**src/rtl/led_scanner_if.sv**
```systemverilog
// ---------------------------------------------------------------------------
// led_scanner_if
// Groups the control inputs, the LED/step outputs and the debug view of the
// scanner state into one bundle. Clock and reset stay plain module ports.
//
// Handshake: there is no valid/ready pair here. enable_i is a level that gates
// the step prescaler. mode_i is sampled only on a step tick. led_display_o and
// step_o are registered outputs and are valid every cycle.
//
// Signals
//   enable_i      master->slave  1 = run, 0 = freeze pattern
//   mode_i        master->slave  0 bounce, 1 rotate, 2 bar, 3 blink
//   led_display_o slave->master  LED drive (polarity applied)
//   step_o        slave->master  one-cycle pulse per pattern step
//   dbg_pos       slave->master  current head index / bar count
//   dbg_dir       slave->master  scan direction state (0 up, 1 down)
//   dbg_mode      slave->master  captured mode
// ---------------------------------------------------------------------------
interface led_scanner_if #(
  parameter int NUM_LEDS = 8,
  parameter int POS_W    = $clog2(NUM_LEDS + 1)
);
  logic                enable_i;
  logic [1:0]          mode_i;
  logic [NUM_LEDS-1:0] led_display_o;
  logic                step_o;
  logic [POS_W-1:0]    dbg_pos;
  logic                dbg_dir;
  logic [1:0]          dbg_mode;

  modport master (
    output enable_i, mode_i,
    input  led_display_o, step_o, dbg_pos, dbg_dir, dbg_mode
  );

  modport slave (
    input  enable_i, mode_i,
    output led_display_o, step_o, dbg_pos, dbg_dir, dbg_mode
  );
endinterface

```
**src/rtl/led_scanner.sv**
```systemverilog
// ---------------------------------------------------------------------------
// led_scanner
// LED pattern generator for board bring-up: bounce scanner with optional
// fading tail, rotate, bar-graph fill/drain and all-blink. Each LED has an
// intensity level that is turned into a duty cycle by a free-running PWM
// counter.
//
// Ports
//   clk_i   system clock
//   rstn_i  asynchronous, active-low reset
//   bus     led_scanner_if.slave (enable_i, mode_i, led_display_o, step_o,
//           debug state)
// ---------------------------------------------------------------------------
module led_scanner #(
  parameter int   CLK_IN_MHZ     = 125,
  parameter int   NUM_LEDS       = 8,
  parameter logic LED_POLARITY   = 1'b0,
  parameter int   SWEEPS_PER_SEC = 1,
  parameter logic TRAIL_EN       = 1'b1,
  parameter int   PWM_BITS       = 4,
  parameter logic FAST_SIM       = 1'b0
) (
  input  logic          clk_i,
  input  logic          rstn_i,
  led_scanner_if.slave  bus
);

  // One full bounce is 2*(N-1) steps, so this divider gives SWEEPS_PER_SEC
  // bounces per second.
  localparam int STEP_DIV_RAW = (CLK_IN_MHZ * 1000000) / (SWEEPS_PER_SEC * 2 * (NUM_LEDS - 1));
  localparam int STEP_DIV     = (STEP_DIV_RAW < 1) ? 1 : STEP_DIV_RAW;
  localparam int PRESC_W      = (STEP_DIV > 1) ? $clog2(STEP_DIV) : 1;
  localparam int POS_W        = $clog2(NUM_LEDS + 1);

  localparam logic [PRESC_W-1:0]  PRESC_MAX = PRESC_W'(STEP_DIV - 1);
  localparam logic [POS_W-1:0]    LAST_IDX  = POS_W'(NUM_LEDS - 1);
  localparam logic [POS_W-1:0]    BAR_MAX   = POS_W'(NUM_LEDS);
  localparam logic [PWM_BITS-1:0] FULL      = '1;

  typedef enum logic {DIR_UP = 1'b0, DIR_DOWN = 1'b1} dir_t;

  logic [PRESC_W-1:0]                r_presc;
  logic                              w_tick;
  logic                              r_step;
  logic [POS_W-1:0]                  r_pos, w_pos_n;
  dir_t                              r_dir, w_dir_n;
  logic [1:0]                        r_mode, w_mode_n;
  logic                              r_phase, w_phase_n;
  logic                              r_primed;
  logic [NUM_LEDS-1:0][PWM_BITS-1:0] r_level, w_level_n;
  logic [PWM_BITS-1:0]               r_pwm_cnt;
  logic [NUM_LEDS-1:0]               w_on;
  logic [NUM_LEDS-1:0]               r_led;

  // Step prescaler: only advances while enabled, so a pause delays the next
  // step by exactly the paused cycles.
  always_ff @(posedge clk_i or negedge rstn_i) begin
    if (!rstn_i) begin
      r_presc <= '0;
    end else if (bus.enable_i) begin
      r_presc <= (r_presc == PRESC_MAX) ? '0 : r_presc + 1'b1;
    end
  end

  assign w_tick = FAST_SIM ? bus.enable_i : (bus.enable_i && (r_presc == PRESC_MAX));

  // Pattern state register.
  always_ff @(posedge clk_i or negedge rstn_i) begin
    if (!rstn_i) begin
      r_pos    <= '0;
      r_dir    <= DIR_UP;
      r_mode   <= 2'd0;
      r_phase  <= 1'b0;
      r_primed <= 1'b0;
      r_level  <= '0;
    end else begin
      r_pos    <= w_pos_n;
      r_dir    <= w_dir_n;
      r_mode   <= w_mode_n;
      r_phase  <= w_phase_n;
      r_primed <= r_primed | w_tick;
      r_level  <= w_level_n;
    end
  end

  // Next-state logic. The first tick after reset is handled like a mode
  // capture so the head appears at LED 0 instead of advancing past it.
  always_comb begin
    w_pos_n   = r_pos;
    w_dir_n   = r_dir;
    w_mode_n  = r_mode;
    w_phase_n = r_phase;
    w_level_n = r_level;
    if (w_tick) begin
      if (!r_primed || (bus.mode_i != r_mode)) begin
        w_mode_n  = bus.mode_i;
        w_pos_n   = '0;
        w_dir_n   = DIR_UP;
        w_phase_n = 1'b0;
        w_level_n = '0;
        // Bar count 0 and blink phase 0 are both dark; only the scanning
        // modes show a head at index 0.
        if (!bus.mode_i[1]) w_level_n[0] = FULL;
      end else begin
        case (r_mode)
          2'd0: begin
            if (r_dir == DIR_UP) begin
              w_pos_n = r_pos + 1'b1;
              if (w_pos_n == LAST_IDX) w_dir_n = DIR_DOWN;
            end else begin
              w_pos_n = r_pos - 1'b1;
              if (w_pos_n == '0) w_dir_n = DIR_UP;
            end
          end
          2'd1: w_pos_n = (r_pos == LAST_IDX) ? '0 : r_pos + 1'b1;
          2'd2: begin
            if (r_dir == DIR_UP) begin
              w_pos_n = r_pos + 1'b1;
              if (w_pos_n == BAR_MAX) w_dir_n = DIR_DOWN;
            end else begin
              w_pos_n = r_pos - 1'b1;
              if (w_pos_n == '0) w_dir_n = DIR_UP;
            end
          end
          default: w_phase_n = ~r_phase;
        endcase

        for (int i = 0; i < NUM_LEDS; i++) begin
          case (r_mode)
            2'd0, 2'd1: w_level_n[i] = (w_pos_n == POS_W'(i)) ? FULL :
                                       (TRAIL_EN ? (r_level[i] >> 1) : '0);
            2'd2:       w_level_n[i] = (POS_W'(i) < w_pos_n) ? FULL : '0;
            default:    w_level_n[i] = w_phase_n ? FULL : '0;
          endcase
        end
      end
    end
  end

  // PWM: a level L is on for L of every 2^PWM_BITS cycles.
  always_comb begin
    w_on = '0;
    for (int i = 0; i < NUM_LEDS; i++) begin
      w_on[i] = (r_level[i] > r_pwm_cnt);
    end
  end

  always_ff @(posedge clk_i or negedge rstn_i) begin
    if (!rstn_i) begin
      r_pwm_cnt <= '0;
      r_led     <= {NUM_LEDS{~LED_POLARITY}};
      r_step    <= 1'b0;
    end else begin
      r_pwm_cnt <= r_pwm_cnt + 1'b1;
      r_led     <= LED_POLARITY ? w_on : ~w_on;
      r_step    <= w_tick;
    end
  end

  assign bus.led_display_o = r_led;
  assign bus.step_o        = r_step;
  assign bus.dbg_pos       = r_pos;
  assign bus.dbg_dir       = r_dir;
  assign bus.dbg_mode      = r_mode;

endmodule
```
**src/flat_wrapper.sv**
```systemverilog
// flat-port wrapper written by rule: the top's interface ports become plain ports
module led_scanner_flat 
#(
  parameter int   CLK_IN_MHZ     = 125,
  parameter int   NUM_LEDS       = 8,
  parameter logic LED_POLARITY   = 1'b0,
  parameter int   SWEEPS_PER_SEC = 1,
  parameter logic TRAIL_EN       = 1'b1,
  parameter int   PWM_BITS       = 4,
  parameter logic FAST_SIM       = 1'b0
)
  (clk_i, rstn_i, bus_enable_i, bus_mode_i, bus_led_display_o, bus_step_o, bus_dbg_pos, bus_dbg_dir, bus_dbg_mode);
  led_scanner_if #(.NUM_LEDS(NUM_LEDS)) bus_i ();
  input  logic clk_i;
  input  logic rstn_i;
  input wire logic [$bits(bus_i.enable_i)-1:0] bus_enable_i;
  input wire logic [$bits(bus_i.mode_i)-1:0] bus_mode_i;
  output wire logic [$bits(bus_i.led_display_o)-1:0] bus_led_display_o;
  output wire logic [$bits(bus_i.step_o)-1:0] bus_step_o;
  output wire logic [$bits(bus_i.dbg_pos)-1:0] bus_dbg_pos;
  output wire logic [$bits(bus_i.dbg_dir)-1:0] bus_dbg_dir;
  output wire logic [$bits(bus_i.dbg_mode)-1:0] bus_dbg_mode;
  assign bus_i.enable_i = bus_enable_i;
  assign bus_i.mode_i = bus_mode_i;
  assign bus_led_display_o = bus_i.led_display_o;
  assign bus_step_o = bus_i.step_o;
  assign bus_dbg_pos = bus_i.dbg_pos;
  assign bus_dbg_dir = bus_i.dbg_dir;
  assign bus_dbg_mode = bus_i.dbg_mode;
  led_scanner #(.CLK_IN_MHZ(CLK_IN_MHZ), .NUM_LEDS(NUM_LEDS), .LED_POLARITY(LED_POLARITY), .SWEEPS_PER_SEC(SWEEPS_PER_SEC), .TRAIL_EN(TRAIL_EN), .PWM_BITS(PWM_BITS), .FAST_SIM(FAST_SIM)) u_core (.clk_i(clk_i), .rstn_i(rstn_i), .bus(bus_i));
endmodule
```
**config.mk**
```make
export PLATFORM = sky130hd
export DESIGN_NAME = led_scanner_flat
export DESIGN_NICKNAME = d
export VERILOG_FILES = /design/src/rtl/led_scanner_if.sv /design/src/rtl/led_scanner.sv /design/src/flat_wrapper.sv
export SDC_FILE = /design/constraint.sdc
export NUM_CORES = 1
export LEC_CHECK = 0
export CAP_MARGIN = 10
export CORE_MARGIN = 3
export CORE_UTILIZATION = 45
export CTS_BUF_LIST = sky130_fd_sc_hd__clkbuf_4 sky130_fd_sc_hd__clkbuf_8 sky130_fd_sc_hd__clkbuf_16
export CTS_CLUSTER_DIAMETER = 50
export DETAILED_ROUTE_END_ITERATION = 10
export GPL_TIMING_DRIVEN = 0
export SYNTH_ARGS = -nofsm -noshare
export SYNTH_HDL_FRONTEND = slang
export SYNTH_SLANG_ARGS = --single-unit
export TNS_END_PERCENT = 50
```
**constraint.sdc**
```tcl
create_clock -name clk_i -period 6.85 [get_ports clk_i]
set_input_delay 2.055 -clock clk_i [delete_from_list [all_inputs] [get_ports clk_i]]
set_output_delay 2.055 -clock clk_i [all_outputs]
set_load 0.02 [all_outputs]
```
==> reports/results.ini, run 1 <==
[status]
status=complete, no violations

[worst_setup_path]
crit_slowest_cell=clkdlybuf4s50_1
cp-end-kind=flop
crit_fanout=9
critPathMaxStageDelay_ns=0.52
crit_arrival_ns=4.16
critical_path_class=primary input to flop
cp_cell_sequence=clkdlybuf4s50_1 -> xnor2_1 -> nand3_1 -> a31oi_1 -> and2b_2 -> o211ai_1 -> nand2_1
timing.rr.end=u_core.r_level[8]
required_ns=7.15
startpoint_type=primary input
timing.rr.start=u_core.bus.dbg_pos[0]
r2r_cells=9
r2r_slack_ns=4.10

[global_route]
busiest_layer=met1
grt_pass1_vias=3506
antenna_found_initial=0
met2_usage_pct=29.1
met3_usage_pct=3.70
overflow=0
grt_pass1_wl_um=18300
track_usage_pct=19.9
gr-usage-met1_pct=29.9
grt_max_degree=41

[place]
port_buffers=20
dp.cells=622
gp_congestion=0.873
post-place-ws_ns=2.61
hpwlAfterDp_um=7680
placed_cell_area_mm2=0.00509

[clocking]
cts_tree=done
cts_max_path_buffers=2
cts.sinks=78
insertion_delay_ns=0.36
cts_resized=0
postCtsSetupRepairBufs=0
cts_hold_buf=0
cts-buffers-inserted=9
clkTransAtPathRegs_ns=0.08
cts-root-buf=clkbuf_8
h-tree-depth=3

[power]
vdd_drop_max_v=0.000159
p_sw_share_pct=24.8
p_int_mw=0.681
pwr-share-seq_pct=54.4
power.share.clock_pct=40.9
p_comb_share_pct=4.7
switchingPower_mw=0.225
total_power_mw=0.906
power.leakage_nw=2.44
power_density_mw_per_mm2=171

[cells_and_area]
drive_gt1_share_pct=11.7
mostFrequentLayoutCell=dfrtp_1
final_cell_area_mm2=0.00530
area_growth_pct=12.6
fin_cells=638
n_antenna_cell=0
layout_common_cells=dfrtp_1 (70), ha_1 (40), nand2_1 (38)
fillerInstances=908
multi_input_area_mm2=0.00257
final_nets=545
seq_area_mm2=0.00196

[timing]
slew_violations=0
totalNegativeSetupSlack_ns=0
hold_viol_final=0
rsz0062_at_grt=no
max_freq_ghz=0.258
setup_viol=0
relSlewSlack_pct=58.9
period_minus_slack_ns=3.87
setup_ws_ns=2.98
post-route-period-util_pct=56.5
tightest_slew_ns=0.617
clock_skew_ns=0.0114

[min_path]
min_to=u_core.r_pwm_cnt[3]
min_from=u_core.r_pwm_cnt[3]
hold_path_class=flop to flop
min_path_cells=1

[synthesis]
muxShareOfSynthArea_pct=0.426
synth_compound_area_share_pct=16.0
async_reset_ff_share_pct=100
seq_area_frac_synth_pct=41.7
yosysWarnings=0
synth_top_family_by_area=simple AND/OR/NAND/NOR gates
synth-xor-area-share_pct=5.59
synth_ff_type=dfrtp_1
synthTopCellsByArea=dfrtp_1 (37%), ha_1 (11%), dfstp_2 (4.5%), nand2b_1 (3.1%), nand2_1 (3.0%)
synth_top_area_cell=dfrtp_1
synth.distinct_cells=69
synth.cell_area_mm2=0.00470
synth_top_area_share_pct=37.2
synth_fa_ha_area_share_pct=10.6
syn_inst=468
syn_nets=513
synth-edff-count=0
synth_simple_gate_area_share_pct=21.9
postSynthAreaPerCell_um2=10.0
synth-seq-cells=78

[drt]
totalWireLength_um=10800
first_iter_violations=197
ant_nets=0
wl_per_cell_um=16.9
drc=0
via_per_inst=5.66
drt_pass1_iterations=4
vias=3612

[floorplan]
num_rows=36
die_area_mm2=0.0117
dieWidth_um=108
start_util_pct=47.2
ios=21
dieHeight_um=108
core_area_mm2=0.00995

[flow_run]
cap_violations=0

==> worst max-delay path, delay by kind of cell <==
family | cells | cell delay (ns)
AND/OR/NAND/NOR | 3 | 0.74
AO/OA/AOI/OAI | 2 | 0.71
buffers and inverters | 1 | 0.52
XOR/XNOR | 1 | 0.13
==> layer usage <==
layer	routed length, µm	part of all wire (%)
met5	0	0
met4	157	1.5
met2	4690	44
met3	407	3.8
met1	5520	51
==> cell type report <==
class | instances | share of cell area [%]
tap | 133 | 3.14
inverter | 22 | 1.56
timing repair buffer | 21 | 4.11
clock buffer | 11 | 2.86
sequential | 78 | 37.1
multi-input combinational | 351 | 48.5
clock inverter | 5 | 1.06
buffer | 17 | 1.68
==> power groups by stage <==
stage          sequential (mW)  combinational, mW  clock, mW
2_1_floorplan            0.495             0.0256          0
5_1_grt                  0.496             0.0504      0.401
4_1_cts                  0.492             0.0443      0.382
3_5_place_dp             0.501             0.0442          0
3_3_place_gp             0.501             0.0416          0
6_report                 0.493             0.0428      0.370
==> how the worst max path moves through the flow <==
stage                       start               endpoint  slack (ns)  cells past startpoint
global route        bus_mode_i[1]      u_core.r_level[7]        2.80                      7
global placement           rstn_i  u_core.bus.dbg_pos[0]        0.90                      1
CTS                 bus_mode_i[1]      u_core.r_level[7]        2.99                      7
finish              bus_mode_i[1]      u_core.r_level[7]        2.98                      7
detailed placement  bus_mode_i[1]      u_core.r_level[7]        2.61                      7
floorplan            bus_enable_i     u_core.r_presc[19]        3.37                      7
==> cell families after synthesis <==
kind of cell               Yosys count
adders and majority gates           40
DFF                                 78
and+or+nand+nor                    177
AOI/OAI and AO/OA                  102
buffers and inverters               39
muxes                                2
xor gates and xnor gates            30
==> cells in the mapped netlist, types with 9 or more instances <==
| library cell | number |
|---|---|
| nand3_1 | 20 |
| xor2_1 | 14 |
| nand2b_1 | 23 |
| buf_2 | 11 |
| a41o_1 | 10 |
| and3_1 | 9 |
| xnor2_1 | 16 |
| a21oi_1 | 18 |
| inv_1 | 22 |
| ha_1 | 40 |
| nand2_1 | 38 |
| o21ai_0 | 18 |
| dfrtp_1 | 70 |
| nor2_1 | 32 |
==> registers in the layout (all words and copies together) (netlist names) <==
register / count
u_core.bus.dbg_mode: 2
u_core.bus.dbg_pos: 4
u_core.r_pwm_cnt: 4
u_core.bus.step_o: 1
u_core.bus.dbg_dir: 1
u_core.r_primed: 1
u_core.r_presc: 24
u_core.bus.led_display_o: 8
u_core.r_level: 32
u_core.r_phase: 1
==> through the flow <==
stage	utilization, %	hold slack (ns)
finish	53.2	0.478
detailed placement	51.1	0.474
floorplan	-	0.434
CTS	53.2	0.491
global route	53.2	0.510
global placement	50.9	0.461
No activity file was read; power rests on OpenSTA's default activity.
==> inputs of run 2 (changes only) <==
Clock period 6.85 ns to 4.06 ns, I/O delays scaled along.
==> results of run 2 <==
Same layout as run 1 (identical final DEF). Status: complete, no violations.
Main changes from that run: setup slack after placement 2.61 ns -> 0.658 ns; setup slack after layout 2.98 ns -> 1.03 ns; register-to-register setup slack 4.10 ns -> 1.31 ns; total power 0.906 mW -> 1.53 mW; worst IR drop on VDD 0.000159 V -> 0.000268 V
==> inputs of run 3 (changes only) <==
Clock period 4.06 ns to 2.6 ns, I/O delays scaled along.
==> run 3 against run 2 <==
Effect of this change:
- non-clock buffer count is 2 higher
- via count rose by 0.69%
- worst hold slack worse by 0.091 ns
- clock skew down 0.0033 ns
- register-to-register slack worse by 1.2 ns
- clock power is 56% higher
- global-route usage about the same
- final area increased by 2.3%
- critical path depth is 1 higher
- critical endpoint is now u_core.r_presc[19]
- critical path type unchanged
- largest cell class unchanged
==> reports/results.ini, run 3 (same netlist as run 1, synthesis figures left out) <==
[clocking]
cts-buffers-inserted=9  ; unchanged
cts_max_path_buffers=2  ; unchanged
cts.sinks=78  ; unchanged
cts_hold_buf=0  ; unchanged
cts-root-buf=clkbuf_8
h-tree-depth=3  ; unchanged
cts_tree=done
insertion_delay_ns=0.36  ; about the same
clkTransAtPathRegs_ns=0.08  ; about the same

[global_route]
grt_pass1_vias=3502  ; -0.11%
overflow=0  ; unchanged
track_usage_pct=19.9  ; -0.025 points
grt_max_degree=41  ; unchanged
grt_pass1_wl_um=18300  ; about the same
antenna_found_initial=0  ; unchanged

[floorplan]
start_util_pct=47.2  ; unchanged
num_rows=36  ; unchanged
dieHeight_um=108  ; unchanged
dieWidth_um=108  ; unchanged
die_area_mm2=0.0117  ; unchanged
ios=21  ; unchanged
core_area_mm2=0.00995  ; unchanged

[cells_and_area]
final_nets=547  ; +0.37%
mostFrequentLayoutCell=dfrtp_1
layout_common_cells=dfrtp_1 (68), ha_1 (40), nand2_1 (38)
drive_gt1_share_pct=14.6  ; +2.9 points
regMostFlops=u_core.r_level
area_growth_pct=15.2
fin_cells=640  ; +0.31%
final_cell_area_mm2=0.00542  ; +2.3%
n_antenna_cell=0  ; unchanged
largest_reg_flops=32  ; unchanged

[worst_setup_path]
required_ns=2.84
critPathMaxStageDelay_ns=0.46  ; -0.06 ns
critical_path_class=primary input to flop
crit_slowest_cell=clkdlybuf4s50_1
cp-end-kind=flop
startpoint_type=primary input
r2r_slack_ns=0.15
crit_fanout=10  ; +1
timing.rr.start=u_core.bus.dbg_pos[0]
cp_cell_sequence=clkdlybuf4s50_1 -> buf_2 -> nand4_1 -> and4bb_2 -> nand3_2 -> or3_1 -> xor2_1 -> nor2_1
cp-startpoint=bus_enable_i
crit_arrival_ns=2.72

[drt]
drc=0  ; unchanged
via_per_inst=5.68  ; +0.38%
first_iter_violations=182  ; -7.6%
drt_pass1_iterations=5  ; +1
vias=3637  ; +0.69%
totalWireLength_um=10900  ; +1.1%
ant_nets=0  ; unchanged
wl_per_cell_um=17.0  ; +0.74%

[power]
total_power_mw=2.38
p_int_mw=1.79
p_comb_share_pct=4.7  ; about the same
power.share.clock_pct=40.8  ; about the same
pwr-share-seq_pct=54.4  ; about the same
p_sw_share_pct=24.8
power.leakage_nw=2.49  ; +2.2%
vdd_drop_max_v=0.000415
switchingPower_mw=0.590
power_density_mw_per_mm2=440

[timing]
relSlewSlack_pct=61.6  ; +2.7 points
rsz0062_at_grt=no
post-route-period-util_pct=95.2
max_freq_ghz=0.404
clock_skew_ns=0.00809  ; -0.00329 ns
tightest_slew_ns=0.576  ; -0.0412 ns
hold_viol_final=0  ; unchanged
setup_viol=0  ; unchanged
slew_violations=0  ; unchanged
totalNegativeSetupSlack_ns=0  ; unchanged
period_minus_slack_ns=2.48

[place]
hpwlAfterDp_um=7680  ; unchanged
port_buffers=20  ; unchanged
placed_cell_area_mm2=0.00509  ; unchanged
gp_congestion=0.873  ; unchanged
dp.cells=622  ; unchanged

[flow_run]
cap_violations=0  ; unchanged

[min_path]
hold_path_class=primary input to async pin

[status]
status=complete, no violations

[run 3: changes by cell type in the layout (fill, tap and decap cells not counted), sizes merged]
cell and change:
clkbuf +1, buf +1
[run 3: repair_timing]
item / CTS / global route
pin swaps: 0 / 5
resized for setup: 5 / 15
endpoints found under the setup margin: 26 / 47
cloned: 0 / 0
setup buffers: 0 / 2
[run 3: power by group through the flow]
stage               Clock, mW  Sequential [mW]  Combinational [mW]
finish                  0.974             1.30               0.113
global route             1.06             1.31               0.133
CTS                      1.01             1.30               0.117
detailed placement          0             1.32               0.117
global placement            0             1.32               0.109
floorplan                   0             1.30              0.0675
[run 3: critical path: cells and delay by family]
kind,cells,cell delay [ns]
simple gates,5,1.14
buf+inv,2,0.67
xor+xnor,1,0.13
[run 3: area by class of cell]
cell class	instances	area, µm²
Fill cell	898	4540
Multi-Input combinational cell	351	2670
Sequential cell	78	1960
Timing Repair Buffer	23	233
Tap cell	133	166
Clock buffer	11	151
Buffer	17	92.6
Inverter	22	82.6
Clock inverter	5	56.3
[run 3: path summary, 6_finish.rpt]
path	endpoint	cells past startpoint
min in group clk_i	u_core.r_pwm_cnt[3]	1
max in group asynchronous	u_core.bus.led_display_o[4]	2
worst min register to register	u_core.r_pwm_cnt[3]	1
worst min-delay path	u_core.r_presc[20]	1
worst max-delay path	u_core.r_presc[19]	8
worst max register to register	u_core.r_level[24]	9
[run 3: metal layers]
metal | vias to the layer above | part of all wire, % | GRT usage (%)
li1 | 1778 | - | -
met1 | 1790 | 51 | 29.9
met2 | 55 | 44 | 29.0
met3 | 14 | 3.7 | 3.70
met4 | 0 | 1.4 | 6.31
met5 | - | 0 | 0
[run 3: through the flow]
stage                     worst slack, ns  hold slack, ns  util, %
final                               0.124           0.387     54.4
after global routing              0.00655           0.413     54.4
after CTS                          0.0129           0.399     53.5
after detailed placement           -0.364           0.474     51.1
after global placement              -2.08           0.461     50.9
after floorplan                     0.122           0.434        -
